===== src/rtl/sprite_line_scheduler_if.sv =====
// Interface between the sprite line scheduler, the sprite RAM read port and the slot draw engines.
// The slave modport belongs to the scheduler. The master modport belongs to the surrounding PPU logic.
interface sprite_line_scheduler_if #(
  parameter int unsigned SPRITE_NUM = 64,
  parameter int unsigned SLOT_NUM   = 6,
  parameter int unsigned POSY_BIT   = 10
);
  localparam int unsigned IW = $clog2(SPRITE_NUM);

  logic                     lineStart;
  logic                     frameStart;
  logic [POSY_BIT-1:0]      nextLineY;
  logic [IW-1:0]            ramIndex;
  logic [31:0]              ramData;
  logic [SLOT_NUM*IW-1:0]   slotIndex;
  logic [SLOT_NUM-1:0]      slotValid;
  logic                     lineOverflow;
  logic                     busy;
  logic                     done;

  modport master (
    output lineStart, frameStart, nextLineY, ramData,
    input  ramIndex, slotIndex, slotValid, lineOverflow, busy, done
  );

  modport slave (
    input  lineStart, frameStart, nextLineY, ramData,
    output ramIndex, slotIndex, slotValid, lineOverflow, busy, done
  );
endinterface


===== src/rtl/sprite_line_scheduler.sv =====
// Per-scanline sprite evaluator: scans sprite RAM and latches the first SLOT_NUM hits into the draw slots.
// The optional macro SPRITE_SCHED_ROTATE_EN rotates the scan start on every frame so that dropped sprites flicker.
module sprite_line_scheduler #(
  parameter int unsigned SPRITE_NUM = 64,
  parameter int unsigned SLOT_NUM   = 6,
  parameter int unsigned POSY_BIT   = 10,
  parameter int unsigned SPRITE_H   = 16
) (
  input  logic                  clk,
  input  logic                  rstn,
  sprite_line_scheduler_if.slave bus
);
  localparam int unsigned IW = $clog2(SPRITE_NUM);
  localparam int unsigned CW = $clog2(SLOT_NUM + 1);

  localparam logic [1:0] S_IDLE   = 2'd0;
  localparam logic [1:0] S_SCAN   = 2'd1;
  localparam logic [1:0] S_DRAIN  = 2'd2;
  localparam logic [1:0] S_COMMIT = 2'd3;

  logic [1:0]             state, state_nxt;
  logic [IW-1:0]          issue_cnt, start_idx, rot_offset;
  logic [POSY_BIT-1:0]    line_y;
  logic [IW-1:0]          pipe_idx;
  logic                   pipe_vld;
  logic                   accept, last_issue, hit;
  logic [POSY_BIT:0]      diff;
  logic [SLOT_NUM*IW-1:0] sh_idx, sh_idx_nxt;
  logic [SLOT_NUM-1:0]    sh_vld, sh_vld_nxt;
  logic [CW-1:0]          sh_cnt, sh_cnt_nxt;
  logic                   sh_ovf, sh_ovf_nxt;
  logic                   unused_c;

  assign accept     = (state == S_IDLE) && bus.lineStart;
  assign last_issue = (state == S_SCAN) && (issue_cnt == IW'(SPRITE_NUM - 1));
  assign unused_c   = ^{bus.ramData[30:20], bus.ramData[9:0], bus.frameStart};

`ifdef SPRITE_SCHED_ROTATE_EN
  // The rotation offset advances once per frame. The scan start only picks up the new value on the next accepted line.
  always_ff @(posedge clk or negedge rstn) begin
    if (!rstn)               rot_offset <= '0;
    else if (bus.frameStart) rot_offset <= rot_offset + IW'(1);
  end
`else
  assign rot_offset = '0;
`endif

  always_ff @(posedge clk or negedge rstn) begin
    if (!rstn) state <= S_IDLE;
    else       state <= state_nxt;
  end

  always_comb begin
    state_nxt = state;
    case (state)
      S_IDLE:   if (bus.lineStart) state_nxt = S_SCAN;
      S_SCAN:   if (last_issue)    state_nxt = S_DRAIN;
      S_DRAIN:  state_nxt = S_COMMIT;
      S_COMMIT: state_nxt = S_IDLE;
      default:  state_nxt = S_IDLE;
    endcase
  end

  // Address issue. The index is delayed by one cycle so that it lines up with the returning ramData.
  always_ff @(posedge clk or negedge rstn) begin
    if (!rstn) begin
      issue_cnt    <= '0;
      start_idx    <= '0;
      line_y       <= '0;
      bus.ramIndex <= '0;
      pipe_idx     <= '0;
      pipe_vld     <= 1'b0;
    end else begin
      pipe_vld <= (state == S_SCAN);
      pipe_idx <= bus.ramIndex;
      if (accept) begin
        line_y       <= bus.nextLineY;
        start_idx    <= rot_offset;
        issue_cnt    <= '0;
        bus.ramIndex <= rot_offset;
      end else if (state == S_SCAN) begin
        issue_cnt <= issue_cnt + IW'(1);
        if (!last_issue) bus.ramIndex <= start_idx + issue_cnt + IW'(1);
      end
    end
  end

  // The one extra bit keeps a sprite positioned below the line negative instead of letting the subtraction wrap.
  assign diff = {1'b0, line_y} - {1'b0, POSY_BIT'(bus.ramData[19:10])};
  assign hit  = pipe_vld && bus.ramData[31] && !diff[POSY_BIT] &&
                (diff[POSY_BIT-1:0] < POSY_BIT'(SPRITE_H));

  always_comb begin
    sh_idx_nxt = sh_idx;
    sh_vld_nxt = sh_vld;
    sh_cnt_nxt = sh_cnt;
    sh_ovf_nxt = sh_ovf;
    if (hit) begin
      if (sh_cnt == CW'(SLOT_NUM)) begin
        sh_ovf_nxt = 1'b1;
      end else begin
        for (int k = 0; k < SLOT_NUM; k++) begin
          if (sh_cnt == CW'(k)) begin
            sh_idx_nxt[k*IW +: IW] = pipe_idx;
            sh_vld_nxt[k]          = 1'b1;
          end
        end
        sh_cnt_nxt = sh_cnt + CW'(1);
      end
    end
  end

  always_ff @(posedge clk or negedge rstn) begin
    if (!rstn) begin
      sh_idx <= '0;
      sh_vld <= '0;
      sh_cnt <= '0;
      sh_ovf <= 1'b0;
    end else if (accept) begin
      sh_idx <= '0;
      sh_vld <= '0;
      sh_cnt <= '0;
      sh_ovf <= 1'b0;
    end else begin
      sh_idx <= sh_idx_nxt;
      sh_vld <= sh_vld_nxt;
      sh_cnt <= sh_cnt_nxt;
      sh_ovf <= sh_ovf_nxt;
    end
  end

  // Committed outputs take the shadow values including the final drained entry, so they first appear in COMMIT.
  always_ff @(posedge clk or negedge rstn) begin
    if (!rstn) begin
      bus.slotIndex    <= '0;
      bus.slotValid    <= '0;
      bus.lineOverflow <= 1'b0;
      bus.busy         <= 1'b0;
      bus.done         <= 1'b0;
    end else begin
      bus.busy <= (state_nxt != S_IDLE);
      bus.done <= (state_nxt == S_COMMIT);
      if (state == S_DRAIN) begin
        bus.slotIndex    <= sh_idx_nxt;
        bus.slotValid    <= sh_vld_nxt;
        bus.lineOverflow <= sh_ovf_nxt;
      end
    end
  end
endmodule

===== src/flat_wrapper.sv =====
// flat-port wrapper written by rule: the top's interface ports become plain ports
module sprite_line_scheduler_flat 
#(
  parameter int unsigned SPRITE_NUM = 64,
  parameter int unsigned SLOT_NUM   = 6,
  parameter int unsigned POSY_BIT   = 10,
  parameter int unsigned SPRITE_H   = 16
)
  (clk, rstn, bus_lineStart, bus_frameStart, bus_nextLineY, bus_ramData, bus_ramIndex, bus_slotIndex, bus_slotValid, bus_lineOverflow, bus_busy, bus_done);
  sprite_line_scheduler_if #(.SPRITE_NUM(SPRITE_NUM), .SLOT_NUM(SLOT_NUM), .POSY_BIT(POSY_BIT)) bus_i ();
  input  logic clk;
  input  logic rstn;
  input wire logic [$bits(bus_i.lineStart)-1:0] bus_lineStart;
  input wire logic [$bits(bus_i.frameStart)-1:0] bus_frameStart;
  input wire logic [$bits(bus_i.nextLineY)-1:0] bus_nextLineY;
  input wire logic [$bits(bus_i.ramData)-1:0] bus_ramData;
  output wire logic [$bits(bus_i.ramIndex)-1:0] bus_ramIndex;
  output wire logic [$bits(bus_i.slotIndex)-1:0] bus_slotIndex;
  output wire logic [$bits(bus_i.slotValid)-1:0] bus_slotValid;
  output wire logic [$bits(bus_i.lineOverflow)-1:0] bus_lineOverflow;
  output wire logic [$bits(bus_i.busy)-1:0] bus_busy;
  output wire logic [$bits(bus_i.done)-1:0] bus_done;
  assign bus_i.lineStart = bus_lineStart;
  assign bus_i.frameStart = bus_frameStart;
  assign bus_i.nextLineY = bus_nextLineY;
  assign bus_i.ramData = bus_ramData;
  assign bus_ramIndex = bus_i.ramIndex;
  assign bus_slotIndex = bus_i.slotIndex;
  assign bus_slotValid = bus_i.slotValid;
  assign bus_lineOverflow = bus_i.lineOverflow;
  assign bus_busy = bus_i.busy;
  assign bus_done = bus_i.done;
  sprite_line_scheduler #(.SPRITE_NUM(SPRITE_NUM), .SLOT_NUM(SLOT_NUM), .POSY_BIT(POSY_BIT), .SPRITE_H(SPRITE_H)) u_core (.clk(clk), .rstn(rstn), .bus(bus_i));
endmodule

===== config.mk =====
export PLATFORM = sky130hd
export DESIGN_NAME = sprite_line_scheduler_flat
export DESIGN_NICKNAME = d
export VERILOG_FILES = /design/src/rtl/sprite_line_scheduler_if.sv /design/src/rtl/sprite_line_scheduler.sv /design/src/flat_wrapper.sv
export SDC_FILE = /design/constraint.sdc
export NUM_CORES = 1
export LEC_CHECK = 0
export BUFFER_PORTS_ARGS = -buffer_cell sky130_fd_sc_hd__buf_2
export CAP_MARGIN = 40
export CORE_MARGIN = 2
export CORE_UTILIZATION = 63
export CTS_BUF_LIST = sky130_fd_sc_hd__clkbuf_4 sky130_fd_sc_hd__clkbuf_8
export CTS_CLUSTER_DIAMETER = 120
export CTS_CLUSTER_SIZE = 10
export DETAILED_ROUTE_END_ITERATION = 10
export PLACE_DENSITY = 0.88
export SLEW_MARGIN = 20
export SYNTH_ARGS = -nofsm -noshare
export SYNTH_HDL_FRONTEND = slang
export SYNTH_SLANG_ARGS = --single-unit

===== constraint.sdc =====
create_clock -name clk -period 5.8 [get_ports clk]
set_input_delay 1.16 -clock clk [delete_from_list [all_inputs] [get_ports clk]]
set_output_delay 1.16 -clock clk [all_outputs]
set_load 0.05 [all_outputs]

* After elaboration in Yosys (flattened, before gate mapping)
Cells that the tools add are included.
** Storage, ports and cells
- Word-level logic and storage cells :: 77
- Output and inout bits :: 51
- Register bits :: 122
** Cells by class
- Reductions and logical operators :: 13
- Eq/ne operators :: 13
- $add $sub $neg :: 3
- Muxes and demuxes :: 32
- $lt $le $gt $ge :: 1
** Operators by type and width (count)
- $mux 36 :: 3
- $mux 6 :: 14
- $sub 10x10->11 :: 1
- $lt 10x5->1 const B :: 1
- $eq 3x3->1 const B :: 3
- $mux 1 :: 9
- $mux 3 :: 3
- $pmux 2 s4 :: 1
- $add 6x1->6 const B :: 1
- $eq 2x2->1 const B :: 3
- $eq 3x2->1 const B :: 2
- $eq 6x6->1 const B :: 1
- $reduce_bool 2->1 :: 3
- $logic_and 1x1->1 :: 5
- $mux 2 :: 2
- $ne 2x1->1 const B :: 2
- $reduce_and 2->1 :: 2
- $add 3x1->3 const B :: 1
- $eq 3x1->1 const B :: 1
- $logic_not 3->1 :: 1
- $eq 2x1->1 const B :: 1
- $logic_not 2->1 :: 1
- $logic_not 1->1 :: 1

* Logic depth before layout (Yosys ltp)
- Word-level depth :: 6
- Depth in mapped cells :: 11
- Mapped depth without buffers :: 9

* Worst setup path after synthesis
Ideal clock, no wire load.
- Kind :: input-to-reg
- Start point :: in bus_ramData[14]
- End point :: reg u_core.bus.slotIndex[18]
- Slack :: 2253 ps
- Stages on the path :: 10
- Buffers on the path :: 1
- Library setup time :: 82 ps
- Data required time :: 5718 ps
- Arrival :: 3465 ps
- Path through :: inv_1 -> ha_1 -> a21o_1 -> a21o_1 -> a221oi_1 -> nand4_1 -> or3_4 -> buf_6 -> or4_1 -> a31oi_1
** On the way
- Word-level cells in the longest chain between the ends :: 5
** RTL lines
- from (decl) :: RTL line flat_wrapper.sv:16 : input wire logic [$bits(bus_i.ramData)-1:0] bus_ramData;
- $sub 10x10->11 (*) :: RTL line sprite_line_scheduler.sv:89 : assign diff = {1'b0, line_y} - {1'b0, POSY_BIT'(bus.ramData[19:10])};
- branches (longest 2 deep; another with $lt 10x5->1)
- $logic_and 1x1->1 (*) :: RTL line sprite_line_scheduler.sv:90 : assign hit = pipe_vld && bus.ramData[31] && !diff[POSY_BIT] &&
- $mux 36 (*) :: RTL line sprite_line_scheduler.sv:98 : if (hit) begin
- to (signal assigned) :: RTL line sprite_line_scheduler.sv:144 : bus.slotIndex <= sh_idx_nxt;
- to (decl) :: RTL line sprite_line_scheduler_if.sv:28 : output ramIndex, slotIndex, slotValid, lineOverflow, busy, done
Mark *: on every way between the ends.
A chain may end at the register's enable or synchronous reset.

* Worst setup path in the final report
- Start point :: in bus_ramData[14]
- End point :: reg u_core.sh_idx[18]
** On the way
- Word-level cells in the longest chain between the ends :: 6
** RTL lines
- $sub 10x10->11 (*) :: RTL line sprite_line_scheduler.sv:89
- branches (longest 2 deep; another with $lt 10x5->1)
- $logic_and 1x1->1 (*) :: RTL line sprite_line_scheduler.sv:90
- $mux 36 (*) :: RTL line sprite_line_scheduler.sv:98
- $mux 36 (*) :: RTL line sprite_line_scheduler.sv:119 : end else if (accept) begin
- to (signal assigned) :: RTL line sprite_line_scheduler.sv:125 : sh_idx <= sh_idx_nxt;
- to (decl) :: RTL line sprite_line_scheduler.sv:28 : logic [SLOT_NUM*IW-1:0] sh_idx, sh_idx_nxt;
Marked as above.

==> results.json <==
{
  "fin_skew_ns": 0.0116,
  "worst_r2r_endpoint": "u_core.sh_idx[18]",
  "grt_pass1_wl_um": 21500,
  "ys_seq_area_frac": 0.535,
  "first_global_vias": 4636,
  "critical_path_arrival_ns": 3.99,
  "totalWireLength_um": 12900,
  "worstSkewPairLatency_ns": 0.44,
  "cts_tree": "yes",
  "place.gp.congestion": 0.958,
  "synth.net_count": 671,
  "holdCritPathClass": "reg -> reg",
  "final_layout_size_suffix_gt1_frac": 0.176,
  "required_ns": 6.16,
  "report.final.hold_viol_count": 0,
  "worst_setup_path_endpoint": "u_core.sh_idx[18]",
  "route.vias.total": 4892,
  "wire_per_inst_um": 16.3,
  "grt_start_max_net_pins": 49,
  "post_cts_resize_count": 0,
  "die_x_um": 99.2,
  "postSynth.asyncResetShare": 1.00,
  "area_fraction_of_the_dominant_cell_type_after_synthesis": 0.535,
  "detail_route.iter0.violations": 475,
  "floorplan.io_pins": 97,
  "cts.root.buffer_cell": "clkbuf_8",
  "synthToLayoutAreaGrowth_pct": 15.0,
  "worstPathMaxFanout": 48,
  "relSlewSlack": 0.426,
  "fillerInstances": 621,
  "path_clk_slew_ns": 0.08,
  "placementRows": 34,
  "rsz0062_at_grt": "no",
  "netlist.top_cell.by_area": "dfrtp_1",
  "antennaDiodeCount": 0,
  "post_cts_setup_buffers": 0,
  "p_leak_nw": 3.01,
  "numCtsBuffers": 17,
  "crit_path_launch": "bus_ramData[14]",
  "remaining_drc_errors": 0,
  "route.detailed.vias_per_inst": 6.16,
  "max_cap_violations": 0,
  "worstSetupStartpointType": "input port",
  "timing_worst_setup_path_type": "in -> reg",
  "worst-slew-pin-transition_ns": 0.859,
  "global_route.usage.total": 0.277,
  "drt_pass1_iterations": 6,
  "ctsHtreeMaxLevel": 4,
  "area.sequential_um2": 3050,
  "avgSynthCellArea_um2": 9.36,
  "count_of_flip_flops_with_a_built_in_enable_after_synthesis": 0,
  "placement.io_buffers": 74,
  "starting_density_of_the_core": 0.652,
  "reg2reg_slack_ns": 2.62,
  "final_nets": 734,
  "power.ir.vdd_worst_v": 0.000131,
  "cellPowerDensity_nw_per_um2": 251,
  "synth_area_leaders": "dfrtp_1 (53%), a21oi_1 (4.5%), nor2_1 (4.3%)",
  "detailedPlacementHpwl_um": 8690,
  "cts_hold_buffers": 0,
  "final_antenna_net_count": 0,
  "run_status": "finished clean",
  "final_cell_mix": "dfrtp_1 (122), buf_2 (73), nor2_1 (65)",
  "fin_crit_sh": 0.626,
  "synth_area_um2": 5710,
  "final.setup.tns_ns": 0,
  "report.power.total_mw": 1.65,
  "cts_buffer_depth": 2,
  "setup-violations-final": 0,
  "reg2regPathDepth": 8,
  "mostFrequentLayoutCell": "dfrtp_1",
  "ys.warnings.count": 0,
  "die_height_um": 99.2,
  "hold_path_depth": 0,
  "multiInputGateArea_um2": 2450,
  "die-area_um2": 9840,
  "synth_cell_types": 46,
  "synth_seq_cells": 122,
  "globalRouteOverflowTotal": 0,
  "ys.flop_type": "dfrtp_1",
  "setup.worst_path.end_class": "flip-flop",
  "max_clock_freq_ghz": 0.275,
  "report.final.slew_viol_count": 0,
  "core-area_um2": 8760,
  "worstReg2RegStart": "u_core.line_y[4]",
  "synth_cells": 610,
  "antenna_violations_before_repair": 0,
  "tritoncts_num_sinks": 122,
  "period_needed_ns": 3.63
}
-- metrics by stage --
step / cell area (um^2) / setup slack [ns] / cells / hold WS, ns / util
2_1_floorplan: 5710 / 2.25 / 610 / 0.446 / -
3_3_place_gp: 6100 / 1.75 / 758 / 0.402 / 0.696
3_5_place_dp: 6170 / 1.74 / 762 / 0.407 / 0.704
4_1_cts: 6570 / 2.21 / 794 / 0.423 / 0.749
5_1_grt: 6570 / 1.89 / 794 / 0.434 / 0.749
6_report: 6570 / 2.17 / 794 / 0.421 / 0.749
-- worst min-delay path by stage --
stage	startpoint	end	slack [ns]
finish	u_core.bus.ramIndex[1]	u_core.pipe_idx[1]	0.42
global route	u_core.bus.ramIndex[1]	u_core.pipe_idx[1]	0.43
CTS	u_core.bus.ramIndex[1]	u_core.pipe_idx[1]	0.42
detailed placement	u_core.bus.ramIndex[4]	u_core.pipe_idx[4]	0.41
global placement	u_core.bus.ramIndex[0]	u_core.pipe_idx[0]	0.40
floorplan	u_core.line_y[0]	u_core.line_y[0]	0.45
-- sequential cells by signal, indices dropped and copies added, names as in the netlist --
name	flops
u_core.bus.slotIndex	36
u_core.sh_idx	36
u_core.line_y	10
u_core.bus.ramIndex	6
u_core.bus.slotValid	6
u_core.issue_cnt	6
u_core.pipe_idx	6
u_core.sh_vld	6
u_core.sh_cnt	3
u_core.state	2
u_core.bus.busy	1
u_core.bus.done	1
u_core.bus.lineOverflow	1
u_core.pipe_vld	1
u_core.sh_ovf	1
-- cell families (layout without fill, tap and decap cells) --
| group | count (synthesis) | after routing | share of synthesized area |
|---|---|---|---|
| compound gates | 174 | 174 | 0.181 |
| xor+xnor | 3 | 3 | 0.00460 |
| buf+inv | 55 | 131 | 0.0383 |
| fa+ha+maj | 15 | 15 | 0.0329 |
| flops | 122 | 122 | 0.535 |
| mux | 2 | 2 | 0.00372 |
| simple gates | 239 | 239 | 0.205 |
-- cell type report --
cell class | instances | share of cell area
Clock buffer | 18 | 0.0377
Clock inverter | 14 | 0.0225
Inverter | 18 | 0.0103
Multi-Input combinational cell | 433 | 0.372
Sequential cell | 122 | 0.465
Tap cell | 108 | 0.0206
Timing Repair Buffer | 81 | 0.0716
-- power by group --
group,switching [mW],internal [mW],total (mW),leakage [nW]
sequential,0.0000371,0.850,0.850,1.43
clock,0.352,0.393,0.745,0.187
combinational,0.0404,0.0157,0.0561,1.39
total,0.393,1.26,1.65,3.01
-- Yosys cell counts, drive strengths merged (7+ instances only) --
| master | count |
|---|---|
| inv | 18 |
| ha | 15 |
| clkbuf | 31 |
| dfrtp | 122 |
| nor2 | 65 |
| and3 | 19 |
| a21oi | 51 |
| or4 | 7 |
| nand4 | 19 |
| nand3 | 31 |
| o21ai | 48 |
| nor2b | 14 |
| a31oi | 38 |
| nand2 | 54 |
| nand2b | 15 |
-- critical path, cell delays in order --
cell,delay (ns)
buf_2,0.08
inv_1,0.03
ha_1,0.35
a21o_1,0.17
a21o_1,0.18
a221oi_1,0.33
nand4_1,0.22
or3_4,0.62
or4_1,0.64
a21oi_1,0.20
-- per-layer routing --
| layer | up-vias | track usage | part of all wire |
|---|---|---|---|
| met3 | 46 | 0.0625 | 0.071 |
| met5 | - | 0 | 0 |
| li1 | 2313 | - | - |
| met1 | 2327 | 0.348 | 0.39 |
| met4 | 0 | 0.116 | 0.027 |
| met2 | 206 | 0.465 | 0.51 |
Note: power is estimated with default switching activity, not from simulation.
